--- src/rtl/setup_move_player.sv ---
// Plays a per-index move list from a synchronous move ROM to the motor driver, then settles and flags the cube stable.
// Optional motor_done watchdog and motor_fault output are enabled by defining SETUP_MOVE_TIMEOUT_EN.
module setup_move_player #(
  parameter int MAX_MOVES      = 16,
  parameter int SETTLE_CYCLES  = 1500000
`ifdef SETUP_MOVE_TIMEOUT_EN
  , parameter int TIMEOUT_CYCLES = 50000000
`endif
) (
  input  logic                               clock,
  input  logic                               reset,
  input  logic                               send_setup_moves,
  input  logic [5:0]                         counter,
  output logic [5+$clog2(MAX_MOVES):0]       rom_addr,
  input  logic [5:0]                         rom_data,
  output logic                               move_valid,
  output logic [4:0]                         move_code,
  input  logic                               move_ready,
  input  logic                               motor_done,
  output logic                               color_sensor_stable,
  output logic                               busy,
  output logic                               seq_overflow,
  output logic                               req_dropped,
`ifdef SETUP_MOVE_TIMEOUT_EN
  output logic                               motor_fault,
`endif
  output logic [2:0]                         dbg_state
);

  localparam int SW = $clog2(MAX_MOVES);
  localparam int CW = (SETTLE_CYCLES > 1) ? $clog2(SETTLE_CYCLES) : 1;
  localparam logic [CW-1:0] SETTLE_LOAD = CW'(SETTLE_CYCLES - 1);
  localparam logic [SW-1:0] STEP_LAST   = SW'(MAX_MOVES - 1);

  typedef enum logic [2:0] {
    S_IDLE, S_FETCH, S_DECODE, S_ISSUE, S_WAIT_DONE, S_SETTLE, S_STABLE
  } state_e;

  // Handshake: a move transfers on any clock edge where move_valid && move_ready;
  // move_valid/move_code are held unchanged until that edge.
  state_e          state_q;
  logic [5:0]      index_q;
  logic [SW-1:0]   step_q;
  logic            last_q;
  logic [CW-1:0]   settle_q;
  logic            move_valid_q;
  logic [4:0]      move_code_q;
  logic            stable_q;
  logic            ovf_q;
  logic            drop_q;
  logic            idle_like;
  logic            start_ok;

  assign idle_like = (state_q == S_IDLE) || (state_q == S_STABLE);

`ifdef SETUP_MOVE_TIMEOUT_EN
  localparam int TW = $clog2(TIMEOUT_CYCLES + 1);
  logic [TW-1:0] wd_q;
  logic          fault_q;
  logic          in_move;
  logic          wd_expired;
  assign in_move    = (state_q == S_ISSUE) || (state_q == S_WAIT_DONE);
  assign wd_expired = (wd_q == TW'(TIMEOUT_CYCLES - 1));
  assign start_ok   = send_setup_moves & ~fault_q;
  assign motor_fault = fault_q;
`else
  assign start_ok   = send_setup_moves;
`endif

  always_ff @(posedge clock or negedge reset) begin
    if (!reset) begin
      state_q      <= S_IDLE;
      index_q      <= '0;
      step_q       <= '0;
      last_q       <= 1'b0;
      settle_q     <= '0;
      move_valid_q <= 1'b0;
      move_code_q  <= '0;
      stable_q     <= 1'b0;
      ovf_q        <= 1'b0;
      drop_q       <= 1'b0;
`ifdef SETUP_MOVE_TIMEOUT_EN
      wd_q         <= '0;
      fault_q      <= 1'b0;
`endif
    end else begin
      if (send_setup_moves && !idle_like) drop_q <= 1'b1;
      case (state_q)
        S_IDLE, S_STABLE: begin
          if (start_ok) begin
            index_q  <= counter;
            step_q   <= '0;
            stable_q <= 1'b0;
            state_q  <= S_FETCH;
          end
        end
        S_FETCH: state_q <= S_DECODE;
        S_DECODE: begin
          // A zero turn ends the list, including an empty list at step 0.
          if (rom_data[1:0] == 2'd0) begin
            settle_q <= SETTLE_LOAD;
            state_q  <= S_SETTLE;
          end else begin
            move_code_q  <= rom_data[4:0];
            last_q       <= rom_data[5];
            move_valid_q <= 1'b1;
            state_q      <= S_ISSUE;
          end
        end
        S_ISSUE: begin
          if (move_ready) begin
            move_valid_q <= 1'b0;
            state_q      <= S_WAIT_DONE;
          end
        end
        S_WAIT_DONE: begin
          if (motor_done) begin
            if (last_q) begin
              settle_q <= SETTLE_LOAD;
              state_q  <= S_SETTLE;
            end else if (step_q == STEP_LAST) begin
              ovf_q    <= 1'b1;
              settle_q <= SETTLE_LOAD;
              state_q  <= S_SETTLE;
            end else begin
              step_q  <= step_q + 1'b1;
              state_q <= S_FETCH;
            end
          end
        end
        S_SETTLE: begin
          if (settle_q == '0) begin
            stable_q <= 1'b1;
            state_q  <= S_STABLE;
          end else begin
            settle_q <= settle_q - 1'b1;
          end
        end
        default: state_q <= S_IDLE;
      endcase
`ifdef SETUP_MOVE_TIMEOUT_EN
      // Watchdog restarts for every move; a finishing motor_done wins a tie.
      if (in_move) begin
        wd_q <= wd_q + 1'b1;
        if (wd_expired && !(state_q == S_WAIT_DONE && motor_done)) begin
          move_valid_q <= 1'b0;
          fault_q      <= 1'b1;
          state_q      <= S_IDLE;
        end
      end else begin
        wd_q <= '0;
      end
`endif
    end
  end

  assign rom_addr            = {index_q, step_q};
  assign move_valid          = move_valid_q;
  assign move_code           = move_code_q;
  // Masked with the request so the scanner never sees a stale stable in the pulse cycle.
  assign color_sensor_stable = stable_q & ~send_setup_moves;
  assign busy                = ~idle_like;
  assign seq_overflow        = ovf_q;
  assign req_dropped         = drop_q;
  assign dbg_state           = state_q;

endmodule

--- config.mk ---
export PLATFORM = sky130hd
export DESIGN_NAME = setup_move_player
export DESIGN_NICKNAME = d
export VERILOG_FILES = /design/src/rtl/setup_move_player.sv
export SDC_FILE = /design/constraint.sdc
export NUM_CORES = 1
export LEC_CHECK = 0
export BUFFER_PORTS_ARGS = -buffer_cell sky130_fd_sc_hd__buf_2
export CORE_ASPECT_RATIO = 0.9
export CORE_MARGIN = 10
export CORE_UTILIZATION = 39
export DETAILED_ROUTE_END_ITERATION = 8
export RECOVER_POWER = 50
export SLEW_MARGIN = 20
export SYNTH_ARGS = -nofsm -noshare
export SYNTH_HDL_FRONTEND = slang
export SYNTH_SLANG_ARGS = --single-unit
--- constraint.sdc ---
create_clock -name clock -period 3.3 [get_ports clock]
set_input_delay 0.66 -clock clock [delete_from_list [all_inputs] [get_ports clock]]
set_output_delay 0.66 -clock clock [all_outputs]
set_load 0.02 [all_outputs]
==> impl_metrics.toml <==
[floorplanning]
start_util = 0.397
core_area_sq_um = 6050
ios = 40
chipWidth_microns = 103
die-area_sq_um = 9690
die_height_microns = 94.4
rows = 27

[final_layout]
nets = 305
final_util = 0.456
layout-drive-gt1-share = 0.220
syn2layout_area_growth_pct = 15.0
mostFrequentLayoutCells = "dfrtp_1 (44), buf_2 (32), nor2_1 (22), nand2_1 (21), o31ai_1 (14)"
antennaDiodeCount = 0
layout_commonest_cell = "dfrtp_1"

[sta]
worst_pin_slew_ps = 817
finalWorstSetupSlack_ps = 630
hold_violations = 0
finalCriticalPeriod_ps = 2670
period_share = 0.809
skew_ps = 4.79
maxSlewHeadroom = 0.455
final-max-slew-violation-count = 0
tns_ps = 0
fmax_ghz = 0.375
rsz0062_at_grt = "no"
setup_violations = 0
hold_ws_ps = 348

[power]
ir_worst_vdd_mv = 0.382
p_leak_nw = 1.12
power_per_cell_area_nw_per_um2 = 761

[route]
avgRoutedWirePerCell_microns = 16.5
dr.pass1.iters = 4
avgViaCountPerCell = 5.74
ant_nets = 0
drt-total-wl_microns = 5910
via_count = 2055
drt_iter0_drc = 148
drc_errors = 0

[global_route]
antenna_found_initial = 0
grt_pass1_vias = 1954
grt_pass1_wl_microns = 10100
grt_overflow = 0
grt_max_degree = 45
track_usage = 0.130

[logic_synthesis]
synth_edf_count = 0
netlist_instances = 246
avgSynthCellArea_sq_um = 9.75
ys_seq_area_frac = 0.459
syn-cell-area_sq_um = 2400
ys_ff_latch = 44
synth-async-reset-ratio = 1.00
ys_warn_count = 0
synth_ff_type = "dfrtp_1"
syn-num-nets = 266
ys_types = 49

[worst_setup_path]
start_kind = "flip-flop"
critPathSlowestCell = "clkbuf_1"
worst-endpoint-required_ps = 2640
crit_path_end_kind = "primary output"
critPathKind = "reg -> out"
critical_path_arrival_ps = 2010
cp_max_fo = 19
cp_slowest_stage_delay_ps = 620
cp_cell_sequence = "clkbuf_1 -> inv_1 -> nand2_1 -> buf_2"

[clock_tree]
cts_setup_buffers = 0
cts_resized = 0
cts_sinks = 44
cts_hold_buf = 0
clock_latency_ps = 300
clockBufferDepth = 2
cts_tree = "done"
cts_max_level = 2
root_buffer = "clkbuf_8"
cts_made_buffers = 5
clkTransAtPathRegs_ps = 90

[place]
place_ws_ps = 732
io_buffers = 39
gp_congestion = 0.840
post-dp-hpwl_microns = 4250

[hold_path]
hold_class = "in -> async"

[flow_run]
drv_cap = 0

[outcome]
status = "finished, final reports clean"
## worst max-delay path: cells and delay by family (launching register included)
kind,cells,cell delay (ps)
flops,1,350
simple gates,1,170
buf+inv,3,1180
## metal layers
layer  part of all wire  routed length [microns]  vias to the layer above  track usage
met3              0.046                      274                        5       0.0285
li1                   -                        -                     1017            -
met1               0.48                     2840                      983        0.181
met5                  0                        0                        -            0
met2               0.46                     2730                       50        0.199
met4              0.010                       61                        0       0.0387
## state kept, by name, indices dropped and copies added (netlist names)
register and flops:
seq_overflow 1, stable_q 1, step_q 4, last_q 1, req_dropped 1, settle_q 21
dbg_state 3, index_q 6, move_valid 1, move_code 5
## metrics by stage
step | area [sq um] | instances | total power, mW
finish | 2760 | 358 | 2.10
floorplan | 2400 | 246 | 1.45
CTS | 2770 | 358 | 2.14
detailed placement | 2660 | 350 | 1.72
global placement | 2660 | 350 | 1.71
global route | 2760 | 358 | 2.26
## where the power goes
group          total (mW)  internal [mW]  switching (mW)
Sequential          0.841          0.701           0.140
Clock               0.414          0.225           0.189
Combinational       0.844          0.309           0.535
## worst paths after layout
path,startpoint,endpoint,slack (ps),cells after the start
worst max register to register,dbg_state[0],settle_q[19],650,5
worst max-delay path,dbg_state[0],busy,630,4
worst min register to register,req_dropped,req_dropped,460,1
min in group clock,req_dropped,req_dropped,460,1
worst min-delay path,reset,index_q[4],350,1
max in group asynchronous,reset,move_code[1],2550,1
## synth_stat cells (3+ instances only)
master | n | share of area
dfrtp_1 | 44 | 0.46
nor2_1 | 22 | 0.034
nand2_1 | 21 | 0.033
o31ai_1 | 14 | 0.044
a21oi_1 | 11 | 0.023
mux2_2 | 11 | 0.052
o21ai_0 | 10 | 0.021
nor3_1 | 9 | 0.019
a31oi_1 | 7 | 0.018
clkbuf_1 | 7 | 0.011
inv_1 | 7 | 0.011
nor4_1 | 7 | 0.018
or4_1 | 7 | 0.022
nand3_1 | 5 | 0.010
nand4_1 | 5 | 0.013
and3_1 | 4 | 0.010
and4_1 | 4 | 0.015
nor2b_1 | 4 | 0.010
ha_1 | 3 | 0.016
or3b_1 | 3 | 0.011
xnor2_1 | 3 | 0.011
## layout make-up
| class | count | area, sq um |
|---|---|---|
| multi-input combinational | 185 | 1220 |
| sequential | 44 | 1100 |
| fill | 576 | 3290 |
| clock inverter | 2 | 35.0 |
| clock buffer | 6 | 72.6 |
| inverter | 7 | 26.3 |
| timing repair buffer | 42 | 209 |
| tap | 72 | 90.1 |
## kinds of logic after synthesis
| family | count (synthesis) | share of synthesized area |
|---|---|---|
| muxes | 12 | 0.0558 |
| buffers and inverters | 17 | 0.0303 |
| DFF | 44 | 0.459 |
| and+or+nand+nor | 109 | 0.262 |
| AOI/OAI and AO/OA | 58 | 0.166 |
| adders and majority gates | 3 | 0.0157 |
| xor gates and xnor gates | 3 | 0.0110 |
Note: power is estimated with default switching activity, not from simulation.
